$ cat config.mk
export PLATFORM = sky130hd
export DESIGN_NAME = rr_arb_64
export DESIGN_NICKNAME = d
export VERILOG_FILES = /design/src/rtl/arb_pkg.sv /design/src/rtl/dec_6_64.sv /design/src/rtl/rr_arb_64.sv
export SDC_FILE = /design/constraint.sdc
export NUM_CORES = 1
export LEC_CHECK = 0
export BUFFER_PORTS_ARGS = -buffer_cell sky130_fd_sc_hd__buf_2
export CAP_MARGIN = 20
export CORE_MARGIN = 5
export CORE_UTILIZATION = 56
export CTS_CLUSTER_SIZE = 8
export DETAILED_ROUTE_END_ITERATION = 8
export GPL_TIMING_DRIVEN = 0
export PLACE_DENSITY = 0.81
export SYNTH_ARGS = -nofsm -noshare
export SYNTH_HDL_FRONTEND = slang
export SYNTH_SLANG_ARGS = --single-unit
$ cat constraint.sdc
create_clock -name clk -period 4.71 [get_ports clk]
set_input_delay 0.7065 -clock clk [delete_from_list [all_inputs] [get_ports clk]]
set_output_delay 0.7065 -clock clk [all_outputs]
set_load 0.005 [all_outputs]
$ cat src/rtl/arb_pkg.sv
// -----------------------------------------------------------------------------
// arb_pkg
// Shared definitions for the 64-way round-robin arbiter:
//   N_REQ       - number of requesters (64)
//   IDX_W       - width of a requester index (6)
//   arb_state_t - arbiter FSM state encoding {IDLE, BUSY}
//   rr_pick     - round-robin winner selection starting at a search pointer
// -----------------------------------------------------------------------------
package arb_pkg;

  localparam int N_REQ = 64;
  localparam int IDX_W = 6;

  typedef enum logic [0:0] {
    IDLE = 1'b0,
    BUSY = 1'b1
  } arb_state_t;

  // Rotate the request vector right by ptr so that requester ptr lands on
  // bit 0, take the lowest set bit, then add ptr back. The IDX_W-bit add
  // wraps modulo 64, which gives the 63 -> 0 scan order for free.
  // Callers only use the result when req is non-zero.
  function automatic logic [IDX_W-1:0] rr_pick(input logic [N_REQ-1:0] req,
                                               input logic [IDX_W-1:0] ptr);
    logic [N_REQ-1:0] rot;
    logic [IDX_W-1:0] pe;
    rot = N_REQ'({req, req} >> ptr);
    pe  = {IDX_W{1'b0}};
    // Scan downward so the last hit, the lowest set bit, wins.
    for (int i = N_REQ - 1; i >= 0; i--) begin
      if (rot[i]) begin
        pe = IDX_W'(i);
      end else begin
        pe = pe;
      end
    end
    return pe + ptr;
  endfunction

endpackage

$ cat src/rtl/dec_6_64.sv
// -----------------------------------------------------------------------------
// dec_6_64
// 6-to-64 one-hot decoder.
//   idx    in  6  : binary index
//   onehot out 64 : bit idx set, all others clear
// -----------------------------------------------------------------------------
module dec_6_64
  import arb_pkg::*;
(
  input  logic [IDX_W-1:0] idx,
  output logic [N_REQ-1:0] onehot
);

  assign onehot = {{(N_REQ-1){1'b0}}, 1'b1} << idx;

endmodule

$ cat src/rtl/rr_arb_64.sv
// -----------------------------------------------------------------------------
// rr_arb_64
// Round-robin arbiter sharing one resource among 64 requesters. The winner's
// index is registered and expanded to a one-hot grant through dec_6_64.
// Every grant is followed by one dead IDLE cycle before the next one.
//   MAX_HOLD    param : max consecutive granted cycles (0 = unlimited)
//   clk         in  1 : clock, rising edge
//   reset       in  1 : synchronous active-high reset
//   req         in 64 : level-sensitive request vector
//   grant       out 64: one-hot grant, zero when idle
//   grant_valid out 1 : high while a grant is held
//   grant_idx   out 6 : current grantee index, 0 when idle
// -----------------------------------------------------------------------------
module rr_arb_64
  import arb_pkg::*;
#(
  parameter int unsigned MAX_HOLD = 16
) (
  input  logic             clk,
  input  logic             reset,
  input  logic [N_REQ-1:0] req,
  output logic [N_REQ-1:0] grant,
  output logic             grant_valid,
  output logic [IDX_W-1:0] grant_idx
);

  localparam int HC_W = (MAX_HOLD == 0) ? 1 : $clog2(MAX_HOLD + 1);
  localparam logic [HC_W-1:0] HOLD_MAX = HC_W'(MAX_HOLD);
  localparam logic [HC_W-1:0] HOLD_SAT = {HC_W{1'b1}};

  arb_state_t       state_r, state_s;
  logic [IDX_W-1:0] ptr_r, ptr_s;
  logic [HC_W-1:0]  hold_cnt_r, hold_cnt_s;
  logic [IDX_W-1:0] grant_idx_r, grant_idx_s;
  logic [N_REQ-1:0] dec_s;
  logic             expire_s;

  // Forced expiry once the grant has been held MAX_HOLD cycles.
  assign expire_s = (MAX_HOLD != 0) && (hold_cnt_r == HOLD_MAX);

  // State registers with synchronous reset.
  always_ff @(posedge clk) begin
    if (reset) begin
      state_r     <= IDLE;
      ptr_r       <= {IDX_W{1'b0}};
      hold_cnt_r  <= {HC_W{1'b0}};
      grant_idx_r <= {IDX_W{1'b0}};
    end else begin
      state_r     <= state_s;
      ptr_r       <= ptr_s;
      hold_cnt_r  <= hold_cnt_s;
      grant_idx_r <= grant_idx_s;
    end
  end

  // Next-state logic: pick a winner from IDLE, release or expire from BUSY.
  always_comb begin
    state_s     = state_r;
    ptr_s       = ptr_r;
    hold_cnt_s  = hold_cnt_r;
    grant_idx_s = grant_idx_r;
    case (state_r)
      IDLE: begin
        if (req != {N_REQ{1'b0}}) begin
          state_s     = BUSY;
          grant_idx_s = rr_pick(req, ptr_r);
          hold_cnt_s  = {{(HC_W-1){1'b0}}, 1'b1};
        end else begin
          state_s     = IDLE;
        end
      end
      BUSY: begin
        // Release and expiry share one path; release simply takes priority.
        if (!req[grant_idx_r] || expire_s) begin
          state_s     = IDLE;
          ptr_s       = grant_idx_r + {{(IDX_W-1){1'b0}}, 1'b1};
          hold_cnt_s  = {HC_W{1'b0}};
          grant_idx_s = {IDX_W{1'b0}};
        end else begin
          state_s = BUSY;
          // Saturation only matters for the unlimited (MAX_HOLD = 0) case.
          if (hold_cnt_r != HOLD_SAT) begin
            hold_cnt_s = hold_cnt_r + {{(HC_W-1){1'b0}}, 1'b1};
          end else begin
            hold_cnt_s = hold_cnt_r;
          end
        end
      end
      default: begin
        state_s     = IDLE;
        ptr_s       = {IDX_W{1'b0}};
        hold_cnt_s  = {HC_W{1'b0}};
        grant_idx_s = {IDX_W{1'b0}};
      end
    endcase
  end

  dec_6_64 u_dec (
    .idx    (grant_idx_r),
    .onehot (dec_s)
  );

  assign grant_valid = (state_r == BUSY);
  assign grant_idx   = grant_idx_r;
  assign grant       = dec_s & {N_REQ{grant_valid}};

endmodule

==> impl_metrics.json <==
{
  "grt_max_degree": 11,
  "pwr-share-seq_pct": 3.1,
  "io_pins": 137,
  "start_util_pct": 57.0,
  "end_kind": "register",
  "die_h_um": 148,
  "clk_pin_slew_ns": 0.06,
  "root_buffer": "clkbuf_16",
  "drc": 78,
  "r2r-start": "ptr_r[0]$_SDFFE_PP0P_",
  "gr-total-overflow": 0,
  "yosysTopAreaCell": "mux4_2",
  "hold_path.class": "register to register",
  "rows": 50,
  "finalCritPeriodShare_pct": 109,
  "power_frac_clock_pct": 2.3,
  "intPower_mw": 3.98,
  "setup_slack_ns": -0.439,
  "hp-start": "hold_cnt_r[4]$_SDFFE_PP0P_",
  "syn-cell-area_um2": 10700,
  "synthDistinctLibCells": 71,
  "synth_seq_cells": 18,
  "yosysMostFrequentCell": "mux4_2",
  "max-vdd-ir-drop_v": 0.000361,
  "cp_cell_sequence": "buf_2 -> clkbuf_2 -> mux4_2 -> mux4_2 -> mux2_2 -> or3_1 -> a2bb2oi_4 -> and3_1 -> a211o_1 -> a31oi_1 -> o31ai_1 -> o21ai_1 -> ha_1 -> a21o_1 -> a21o_1 -> a21oi_2 -> xnor2_1 -> xnor2_1 -> a22o_1",
  "slowest_delay_ns": 0.65,
  "diodes": 0,
  "rsz0062_at_grt": "yes",
  "required_ns": 4.86,
  "hold_violations": 0,
  "routed_wirelength_mm": 52.8,
  "synth_area_per_cell_um2": 10.6,
  "io_buffers": 136,
  "vias": 12300,
  "instances_no_fill": 1436,
  "htree_levels": 1,
  "avgRoutedWirePerCell_um": 36.7,
  "setup.worst_path.class": "primary input to register",
  "antenna_found_initial": 0,
  "synth.net_count": 1087,
  "synth_warnings": 0,
  "fin_nets": 1284,
  "leakage_nw": 4.84,
  "clock-sinks": 18,
  "sw_frac_of_total_pct": 52.7,
  "core_area_um2": 18700,
  "syn_inst": 1006,
  "p_per_area_nw_per_um2": 633,
  "fmax_mhz": 194,
  "dpl.hpwl_mm": 38.5,
  "drv_cap": 0,
  "cts_tree": "built",
  "yosys-top-cells-count": "mux4_2, nor2_1, mux2i_1",
  "critPathArrivalTime_ns": 5.29,
  "synth_edf_count": 0,
  "worstMarginPinSlew_ns": 1.07,
  "synthFlopType": "dfxtp_1",
  "place.gp.congestion": 1.13,
  "ant_nets": 0,
  "async_reset_ff_share_pct": 0,
  "die_width_um": 148,
  "cp-startpoint": "req[16]",
  "maxSlewHeadroom_pct": 28.0,
  "dp.cells": 1376,
  "drt_iter0_drc": 2490,
  "numCtsBuffers": 3,
  "synth_top_area_share_pct": 50.7,
  "finalClockSkew_ns": 0.0119,
  "critPathTopFamily": "multiplexers",
  "finalSetupTns_ns": -1.26,
  "start_kind": "primary input",
  "path_buf_inv": 2,
  "yosys-top-cells-area": "mux4_2, mux2i_1, mux2_2",
  "status": "finished, violations left",
  "drive_gt1_share_pct": 56.8,
  "grt_usage_pct": 46.3,
  "p_switching_mw": 4.43,
  "grt_pass1_vias": 11600,
  "ys_seq_area_share_pct": 3.38,
  "violations": "design-rule violations, negative setup slack",
  "pwr-share-comb_pct": 94.5,
  "clock_latency_ns": 0.26,
  "final.min_clock_period_ns": 5.15,
  "first_pass_iters": 9,
  "hold_slack_ns": 0.558,
  "final-max-slew-violation-count": 0,
  "clockBufferDepth": 2,
  "fin_area_um2": 13300,
  "die_area_um2": 21900,
  "placed_cell_area_um2": 11700,
  "crit_slowest_cell": "mux4_2",
  "setup_violations": 5,
  "grt_pass1_wl_mm": 75.6,
  "routed_via_density": 8.57,
  "cp_max_fo": 10,
  "syn_to_final_growth_pct": 24.4
}
==> cell type report <==
class                      instances  area [um2]
timing repair buffer             192        1330
buffer                           140        1050
tap                              234         293
inverter                          17        63.8
sequential                        18         368
clock buffer                       4        88.8
multi-input combinational        831       10100
fill                            1354        5440
==> power groups by stage <==
stage / combinational (mW) / sequential (mW) / clock (mW)
finish: 7.95 / 0.262 / 0.196
global route: 8.10 / 0.259 / 0.204
CTS: 6.98 / 0.248 / 0.199
detailed placement: 6.28 / 0.247 / 0
global placement: 6.24 / 0.248 / 0
floorplan: 4.59 / 0.215 / 0
==> placed cells by master (no fill, tap or decap), types with 22 or more instances in the layout <==
| cell type | instances |
|---|---|
| clkbuf_2 | 44 |
| mux2_2 | 60 |
| nand2_1 | 60 |
| nor2_1 | 105 |
| buf_4 | 53 |
| clkbuf_1 | 22 |
| nand3_1 | 26 |
| buf_2 | 154 |
| mux2i_1 | 65 |
| mux4_2 | 240 |
==> flip-flops by register name, summed over array words and instances, names as in the netlist <==
name         flops
ptr_r            6
hold_cnt_r       5
grant_idx        6
grant_valid      1
==> worst paths after layout <==
path                                                    to  slack [ns]  cells past startpoint
worst max-delay path             grant_idx[5]$_SDFFE_PP0P_       -0.44                     19
worst min-delay path            hold_cnt_r[4]$_SDFFE_PP0P_        0.56                      2
worst max register to register   grant_idx[5]$_SDFFE_PP0P_       -0.39                     19
worst min register to register  hold_cnt_r[4]$_SDFFE_PP0P_        0.56                      2
==> metal layers <==
layer	share of wire [%]	GRT usage, %	wire (um)
met1	32	57.1	16700
met4	9.5	26.6	5030
met2	41	66.6	21500
met3	18	21.7	9610
met5	0	0.682	0
==> worst register-to-register path, delay by kind of cell, from the launching register on <==
family,cells,cell delay (ns)
mux,3,1.57
buf+inv,3,0.45
fa+ha+maj,1,0.18
flops,1,0.47
simple gates,1,0.38
xor+xnor,2,0.25
compound gates,9,1.68
==> timing repair <==
action	in CTS	in global routing
hold buffers	0	0
resized for setup	146	104
setup endpoints to repair	6	10
setup buffers	27	21
cloned	6	3
pin swaps	10	20
==> cell families (layout without fill, tap and decap cells) <==
family,count (synthesis),after routing,synth area share (%)
buffers and inverters,157,353,6.58
adders and majority gates,15,15,1.83
muxes,395,395,66.1
xor gates and xnor gates,10,10,0.821
AOI/OAI and AO/OA,125,125,8.61
and+or+nand+nor,286,286,12.7
DFF,18,18,3.38
==> stage by stage <==
step                      power (mW)  util, %  worst slack, ns
after floorplan                 4.81        -        0.0000799
after global placement          6.49     62.8            -1.29
after detailed placement        6.53     62.8            -1.35
after CTS                       7.42     67.9           -0.346
after global routing            8.56     70.9           -0.544
final                           8.40     70.9           -0.439
Note: power is estimated with default switching activity, not from simulation.
